==> config.mk <==
export PLATFORM = sky130hd
export DESIGN_NAME = fetch_unit
export DESIGN_NICKNAME = d
export VERILOG_FILES = /design/src/rtl/cpu_pkg.sv /design/src/rtl/fetch_unit.sv
export SDC_FILE = /design/constraint.sdc
export NUM_CORES = 1
export LEC_CHECK = 0
export BUFFER_PORTS_ARGS = -buffer_cell sky130_fd_sc_hd__buf_2
export CORE_AREA = 2 2 148 150
export CTS_CLUSTER_DIAMETER = 100
export DETAILED_ROUTE_END_ITERATION = 6
export DIE_AREA = 0 0 150 152
export SETUP_SLACK_MARGIN = 0.1
export SYNTH_ARGS = -nofsm -noshare
export SYNTH_HDL_FRONTEND = slang
export SYNTH_SLANG_ARGS = --single-unit
==> constraint.sdc <==
create_clock -name clock -period 3.92 [get_ports clock]
set_input_delay 0.196 -clock clock [delete_from_list [all_inputs] [get_ports clock]]
set_output_delay 0.196 -clock clock [all_outputs]
set_load 0.02 [all_outputs]
==> src/rtl/cpu_pkg.sv <==
// Shared CPU front-end definitions: fetch FSM states and fetch constants.
package cpu_pkg;

  typedef enum logic [1:0] {
    FETCH,
    DRAIN,
    HOLD
  } fetch_state_t;

  localparam int unsigned INSTR_BYTES      = 4;
  localparam logic [31:0] DEFAULT_RESET_PC = 32'h0000_0000;
  localparam logic [31:0] NOP_INSTR        = 32'h0000_0013;

endpackage

==> src/rtl/fetch_unit.sv <==
// Instruction fetch stage: owns the PC, fetches over req/ack, hands words to decode
// over valid/ready, and supports redirects that discard stale in-flight fetches.
module fetch_unit
  import cpu_pkg::*;
#(
  parameter int unsigned     XLEN     = 32,
  parameter logic [XLEN-1:0] RESET_PC = XLEN'(DEFAULT_RESET_PC)
) (
  input  logic            clock,
  input  logic            reset,
  output logic            mem_req,
  output logic [XLEN-1:0] mem_addr,
  input  logic            mem_ack,
  input  logic [XLEN-1:0] mem_rdata,
  output logic            instr_valid,
  input  logic            instr_ready,
  output logic [XLEN-1:0] instr_out,
  output logic [XLEN-1:0] instr_pc,
  input  logic            redirect_valid,
  input  logic [XLEN-1:0] redirect_target
);

  fetch_state_t    state_q, state_d;
  logic [XLEN-1:0] pc_q, pc_d;
  logic [XLEN-1:0] req_addr_q, req_addr_d;
  logic            valid_q, valid_d;
  logic [XLEN-1:0] out_q, out_d;
  logic [XLEN-1:0] ipc_q, ipc_d;
  logic [XLEN-1:0] target;

  assign target = redirect_target & ~XLEN'(3);

  always_ff @(posedge clock or posedge reset) begin
    if (reset) begin
      state_q    <= FETCH;
      pc_q       <= RESET_PC;
      req_addr_q <= RESET_PC;
      valid_q    <= 1'b0;
      out_q      <= '0;
      ipc_q      <= '0;
    end else begin
      state_q    <= state_d;
      pc_q       <= pc_d;
      req_addr_q <= req_addr_d;
      valid_q    <= valid_d;
      out_q      <= out_d;
      ipc_q      <= ipc_d;
    end
  end

  always_comb begin
    state_d    = state_q;
    pc_d       = pc_q;
    req_addr_d = req_addr_q;
    valid_d    = valid_q;
    out_d      = out_q;
    ipc_d      = ipc_q;
    case (state_q)
      FETCH: begin
        if (redirect_valid) begin
          pc_d = target;
          if (mem_ack) begin
            req_addr_d = target;
          end else begin
            // Request to the old PC is still outstanding; wait it out.
            state_d = DRAIN;
          end
        end else if (mem_ack) begin
          out_d   = mem_rdata;
          ipc_d   = pc_q;
          valid_d = 1'b1;
          pc_d    = pc_q + XLEN'(INSTR_BYTES);
          state_d = HOLD;
        end
      end
      DRAIN: begin
        if (redirect_valid) begin
          pc_d = target;
        end
        if (mem_ack) begin
          req_addr_d = redirect_valid ? target : pc_q;
          state_d    = FETCH;
        end
      end
      HOLD: begin
        if (redirect_valid) begin
          valid_d    = 1'b0;
          pc_d       = target;
          req_addr_d = target;
          state_d    = FETCH;
        end else if (instr_ready) begin
          valid_d    = 1'b0;
          req_addr_d = pc_q;
          state_d    = FETCH;
        end
      end
      default: state_d = FETCH;
    endcase
  end

  assign mem_req     = ((state_q == FETCH) || (state_q == DRAIN)) && !reset;
  assign mem_addr    = req_addr_q;
  assign instr_valid = valid_q;
  assign instr_out   = out_q;
  assign instr_pc    = ipc_q;

endmodule

# Word level (Yosys, flattened, before mapping)
# Index checks and enable logic that the tools add are counted.
[word_totals]
reg_bits = 131
input_bits = 69
output_inout_bits = 98
wordCells = 52
[op_classes]
addsub = 1
eq_ne = 9
mux = 22
bitwise = 1
reduce_logical = 13
[op_table]
columns = ["op", "n"]
rows = [
  ["32-bit two-way mux", 8],
  ["32-bit one-hot mux with 3 select lines", 1],
  ["32-bit one-hot mux with 2 select lines", 1],
  ["32-bit by 3-bit adder with 32-bit output, second input constant", 1],
  ["2-bit two-way mux", 6],
  ["3-bit inequality test, second input constant", 3],
  ["2-bit inequality test, second input constant", 4],
  ["4-bit AND reduction", 2],
  ["2-bit one-hot mux with 3 select lines", 1],
  ["5-bit AND reduction", 1],
  ["1-bit two-way mux", 4],
  ["2-bit nonzero test", 2],
  ["3-bit AND reduction", 1],
  ["3-bit nonzero test", 1],
  ["2-bit by 1-bit equality test with 1-bit output, second input constant", 1],
  ["2-bit equality test, second input constant", 1],
  ["2-bit zero test", 1],
  ["1-bit one-hot mux with 2 select lines", 1],
  ["2-bit AND reduction", 1],
  ["2-bit OR reduction", 1],
  ["1-bit logical AND", 1],
  ["1-bit zero test", 1],
  ["1-bit logical OR", 1],
  ["1-bit NOT", 1],
]

# Logic depth before layout (Yosys ltp)
[logic_depth]
word_depth = 4
depth_mapped = 9
depth_no_buf = 7

# Least setup slack after synthesis
# OpenSTA, ideal clock, no wires.
[synth_path]
kind = "reg2reg"
from = "register state_q[0]"
to = "register pc_q[15]"
setup_time_ps = 145
arrival_time_ps = 1928
required_time_ps = 3775
setup_slack_ps = 1847
path_stages_with_launch = 8
path_buffers = 0
period_less_slack_ps = 2073
cell_sequence = "dfrtp_1 -> inv_1 -> ha_1 -> and3b_1 -> nand3_2 -> or2_1 -> o311ai_0 -> o211ai_1"
[synth_between]
elab_chain_cells = 4
elab_cells_between_ends = 8
classes_between = "eq/ne: 3; mux: 1; reduce/logical: 4"
[synth_lines]
columns = ["item", "line", "source"]
rows = [
  ["from (decl)", "fetch_unit.sv:23", "fetch_state_t state_q, state_d;"],
  ["from (signal assigned)", "fetch_unit.sv:42", "state_q <= state_d;"],
  ["2-bit by 1-bit equality test with 1-bit output / 2-bit equality test (equally long branches)", "fetch_unit.sv:58", "case (state_q)"],
  ["2-bit OR reduction (no source line)", "-", ""],
  ["2-bit nonzero test (no source line)", "-", ""],
  ["2-bit AND reduction (no source line)", "-", ""],
  ["to (signal assigned)", "fetch_unit.sv:43", "pc_q <= pc_d;"],
  ["to (decl)", "fetch_unit.sv:24", "logic [XLEN-1:0] pc_q, pc_d;"],
]
# Several ways; a longest one is shown, not always the timed one.
# A chain may end at the register's enable or synchronous reset.

# Worst setup path after layout
[layout_path]
from = "register state_q[0]"
to = "register req_addr_q[8] (netlist: mem_addr[8])"
[layout_between]
elab_chain_cells = 3
elab_cells_between_ends = 10
classes_between = "eq/ne: 6; mux: 1; reduce/logical: 3"
[layout_lines]
columns = ["item", "line", "source"]
rows = [
  ["2-bit equality test, or another cell as far along", "fetch_unit.sv:58", ""],
  ["3-bit inequality test (no source line), or another cell as far along", "-", ""],
  ["5-bit AND reduction (no source line)", "-", ""],
  ["to (signal assigned)", "fetch_unit.sv:44", "req_addr_q <= req_addr_d;"],
  ["to (decl)", "fetch_unit.sv:25", "logic [XLEN-1:0] req_addr_q, req_addr_d;"],
]
# Several ways; a longest one is shown, not always the timed one.

==> flow_summary_export.csv <==
group,metric,value,unit
sta,fin_crit_sh,65.01,%
sta,fin_tns_setup,0,ns
global_routing,antenna_found_initial,1,
cells_and_area,diodes,0,
sta,drv_slew,0,
synthesis,synthTopCellsByCount,"dfrtp_1, nand2_1, mux2_2",
drt,drt-initial-drc-count,200,
drt,drt_wl_total,17.17,mm
synthesis,synth_most_common_cell,"dfrtp_1",
synthesis,seq_area_frac_synth,52.62,%
placed_design,dp_hpwl,11.62,mm
drt,wl_per_cell,16.40,um
power_and_ir_drop,pwr-share-comb,41.2,%
cells_and_area,drive_gt1_share,37.16,%
sta,worst_pin_slew,0.9970,ns
cells_and_area,final_area,8247,um^2
critical_path,start_kind,"flip-flop",
power_and_ir_drop,power.switching,0.002725,W
floorplanning,die_w,150,um
clocking,postCtsSetupRepairBufs,0,
sta,setup_ws,1.372,ns
job,drv_cap,0,
placed_design,post-place-ws,1.359,ns
critical_path,crit_fanout,20,
floorplanning,design.core.area,21350,um^2
sta,rsz0062_at_grt,"no",
synthesis,synthArstFlopShare,100.0,%
placed_design,globalplace.congestion,0.8020,
clocking,insertion_delay,0.41,ns
clocking,clock-root-buffer,"clkbuf_16",
floorplanning,num_rows,54,
synthesis,syn_avg_cell_area,10.87,um^2
synthesis,syn_nets,647,
clocking,cts_buffers,17,
power_and_ir_drop,switching_share,39.88,%
cells_and_area,fin_nets,831,
critical_path,crit_path_end_kind,"flip-flop",
synthesis,netlist_area,6230,um^2
power_and_ir_drop,p_leak,3.746,nW
sta,hold_viol_final,0,
sta,period_needed,2.548,ns
synthesis,synth.top_cells.by_area,"dfrtp_1, mux2_2, mux2i_1, o21ai_0, nand2_1",
power_and_ir_drop,clockPowerShare,23.9,%
synthesis,netlist.area_leader.share,52.62,%
drt,via_count,5036,
drt,via_per_inst,4.810,
clocking,cts_hold_buf,32,
synthesis,ys_ff_latch,131,
placed_design,dp.cells,986,
sta,setup_violations,0,
clocking,ctsResizeCount,0,
sta,slew_headroom,33.53,%
critical_path,rr_worst_depth,6,
power_and_ir_drop,pwr_density_cell,828.5,nW/um^2
power_and_ir_drop,pwr-share-seq,34.9,%
cells_and_area,syn2layout_area_growth,32.38,%
sta,skew,0.01024,ns
critical_path,crit_type,"reg -> reg",
floorplanning,start_util,29.18,%
outcome,status,"completed",
sta,fmax,392.4,MHz
floorplanning,ios,167,
drt,dr.pass1.iters,4,
synthesis,ys_dominant_reg_cell,"dfrtp_1",
hold_path,hold_class,"in -> reg",
placed_design,place_area,7332,um^2
clocking,cts_sinks,131,
global_routing,grt_first_pass_wirelength,27.60,mm
drt,ant_nets,0,
global_routing,grt_start_max_net_pins,87,
global_routing,grt_pass1_vias,5035,
critical_path,crit_required,4.19,ns
cells_and_area,instances_no_fill,1047,
synthesis,ys.warnings.count,0,
clocking,clockBufferDepth,2,
floorplanning,die_area,22800,um^2
synthesis,synth_cells,573,
placed_design,numPortBuffers,164,
hold_path,hold_depth,2,
clocking,tritoncts,"done",
drt,drc,0,
global_routing,track_usage,15.59,%
synthesis,synth.distinct_cells,56,
synthesis,synth_enable_flop_cells,0,
floorplanning,dieHeight,152,um
power_and_ir_drop,internal_power,0.004108,W
power_and_ir_drop,ir_drop,0.3344,mV
critical_path,cp.arrival,2.82,ns
synthesis,synth_largest_area_cell,"dfrtp_1",
clocking,clk_pin_slew,0.06,ns
clocking,htreeDepth,4,
global_routing,grt-ovfl-total,0,
[sequential cells by signal, summed over array words and instances (netlist names)]
| register | count |
|---|---|
| instr_out | 32 |
| instr_pc | 32 |
| instr_valid | 1 |
| mem_addr | 32 |
| pc_q | 32 |
| state_q | 2 |
[stage by stage]
| stage | power (W) | hold slack, ns | utilization (%) |
|---|---|---|---|
| floorplan | 0.004253 | 0.3466 | - |
| global placement | 0.005192 | 0.4282 | 34.34 |
| detailed placement | 0.005241 | 0.4309 | 34.34 |
| CTS | 0.006939 | 0.0001933 | 38.63 |
| global route | 0.007305 | 0.008159 | 38.63 |
| finish | 0.006832 | 0.02775 | 38.63 |
[critical path, stage by stage (launching register included)]
cell and delay [ns]:
dfrtp_1 0.41, inv_1 0.10, ha_1 0.49, nor2b_4 0.77, buf_4 0.33, mux2i_1 0.19
o21ai_0 0.10
[area by class of cell]
cell class                      count  area [um^2]
Inverter                           10        42.54
Fill cell                        2150        13100
Tap cell                          280        350.3
Timing Repair Buffer              205         1209
Multi-Input combinational cell    392         2773
Clock buffer                       19        432.9
Sequential cell                   131         3278
Clock inverter                     10        161.4
[path summary, 6_finish.rpt]
kind	startpoint	end	slack, ns
worst max-delay path	state_q[0]	mem_addr[8]	1.37
worst min-delay path	mem_rdata[8]	instr_out[8]	0.03
min in group asynchronous	reset	instr_out[21]	0.53
worst max register to register	state_q[0]	mem_addr[8]	1.37
worst min register to register	mem_addr[5]	mem_addr[5]	0.47
max in group asynchronous	reset	pc_q[0]	2.43
[per-layer routing]
metal / part of all wire (%) / global-route usage, %
met1: 46 / 21.02
met2: 47 / 24.92
met3: 6.0 / 3.934
met4: 1.0 / 4.178
met5: 0.076 / 0
[cells by family after synthesis]
logic type      share of synthesized area [%]
compound gates                          11.97
fa+ha+maj                               1.004
flops                                   52.62
mux                                     16.37
simple gates                            14.60
buf+inv                                 3.435
[power groups by stage]
stage,Clock (W),Combinational (W),Sequential (W)
after floorplan,0,0.00135,0.00290
after global placement,0,0.00280,0.00239
after detailed placement,0,0.00283,0.00241
after CTS,0.00169,0.00286,0.00239
after global routing,0.00173,0.00309,0.00248
final,0.00163,0.00281,0.00239
[layout by cell type (no fill, tap or decap), types with 4 or more instances in the layout]
master	synthesis	layout
nand3_1	13	12
a22o_1	5	5
clkbuf_16	0	17
o22ai_1	6	6
bufinv_16	0	4
ha_1	5	5
nand4_1	8	8
dfrtp_1	131	131
o21ai_0	55	55
nor3_1	12	12
nor2_1	25	25
nand2_1	65	65
a21oi_1	24	24
mux2i_1	31	31
and3_1	7	7
dlygate4sd3_1	0	32
buf_2	18	164
inv_1	9	8
buf_4	1	9
mux2_2	63	63
No activity file was read; power rests on OpenSTA's default activity.
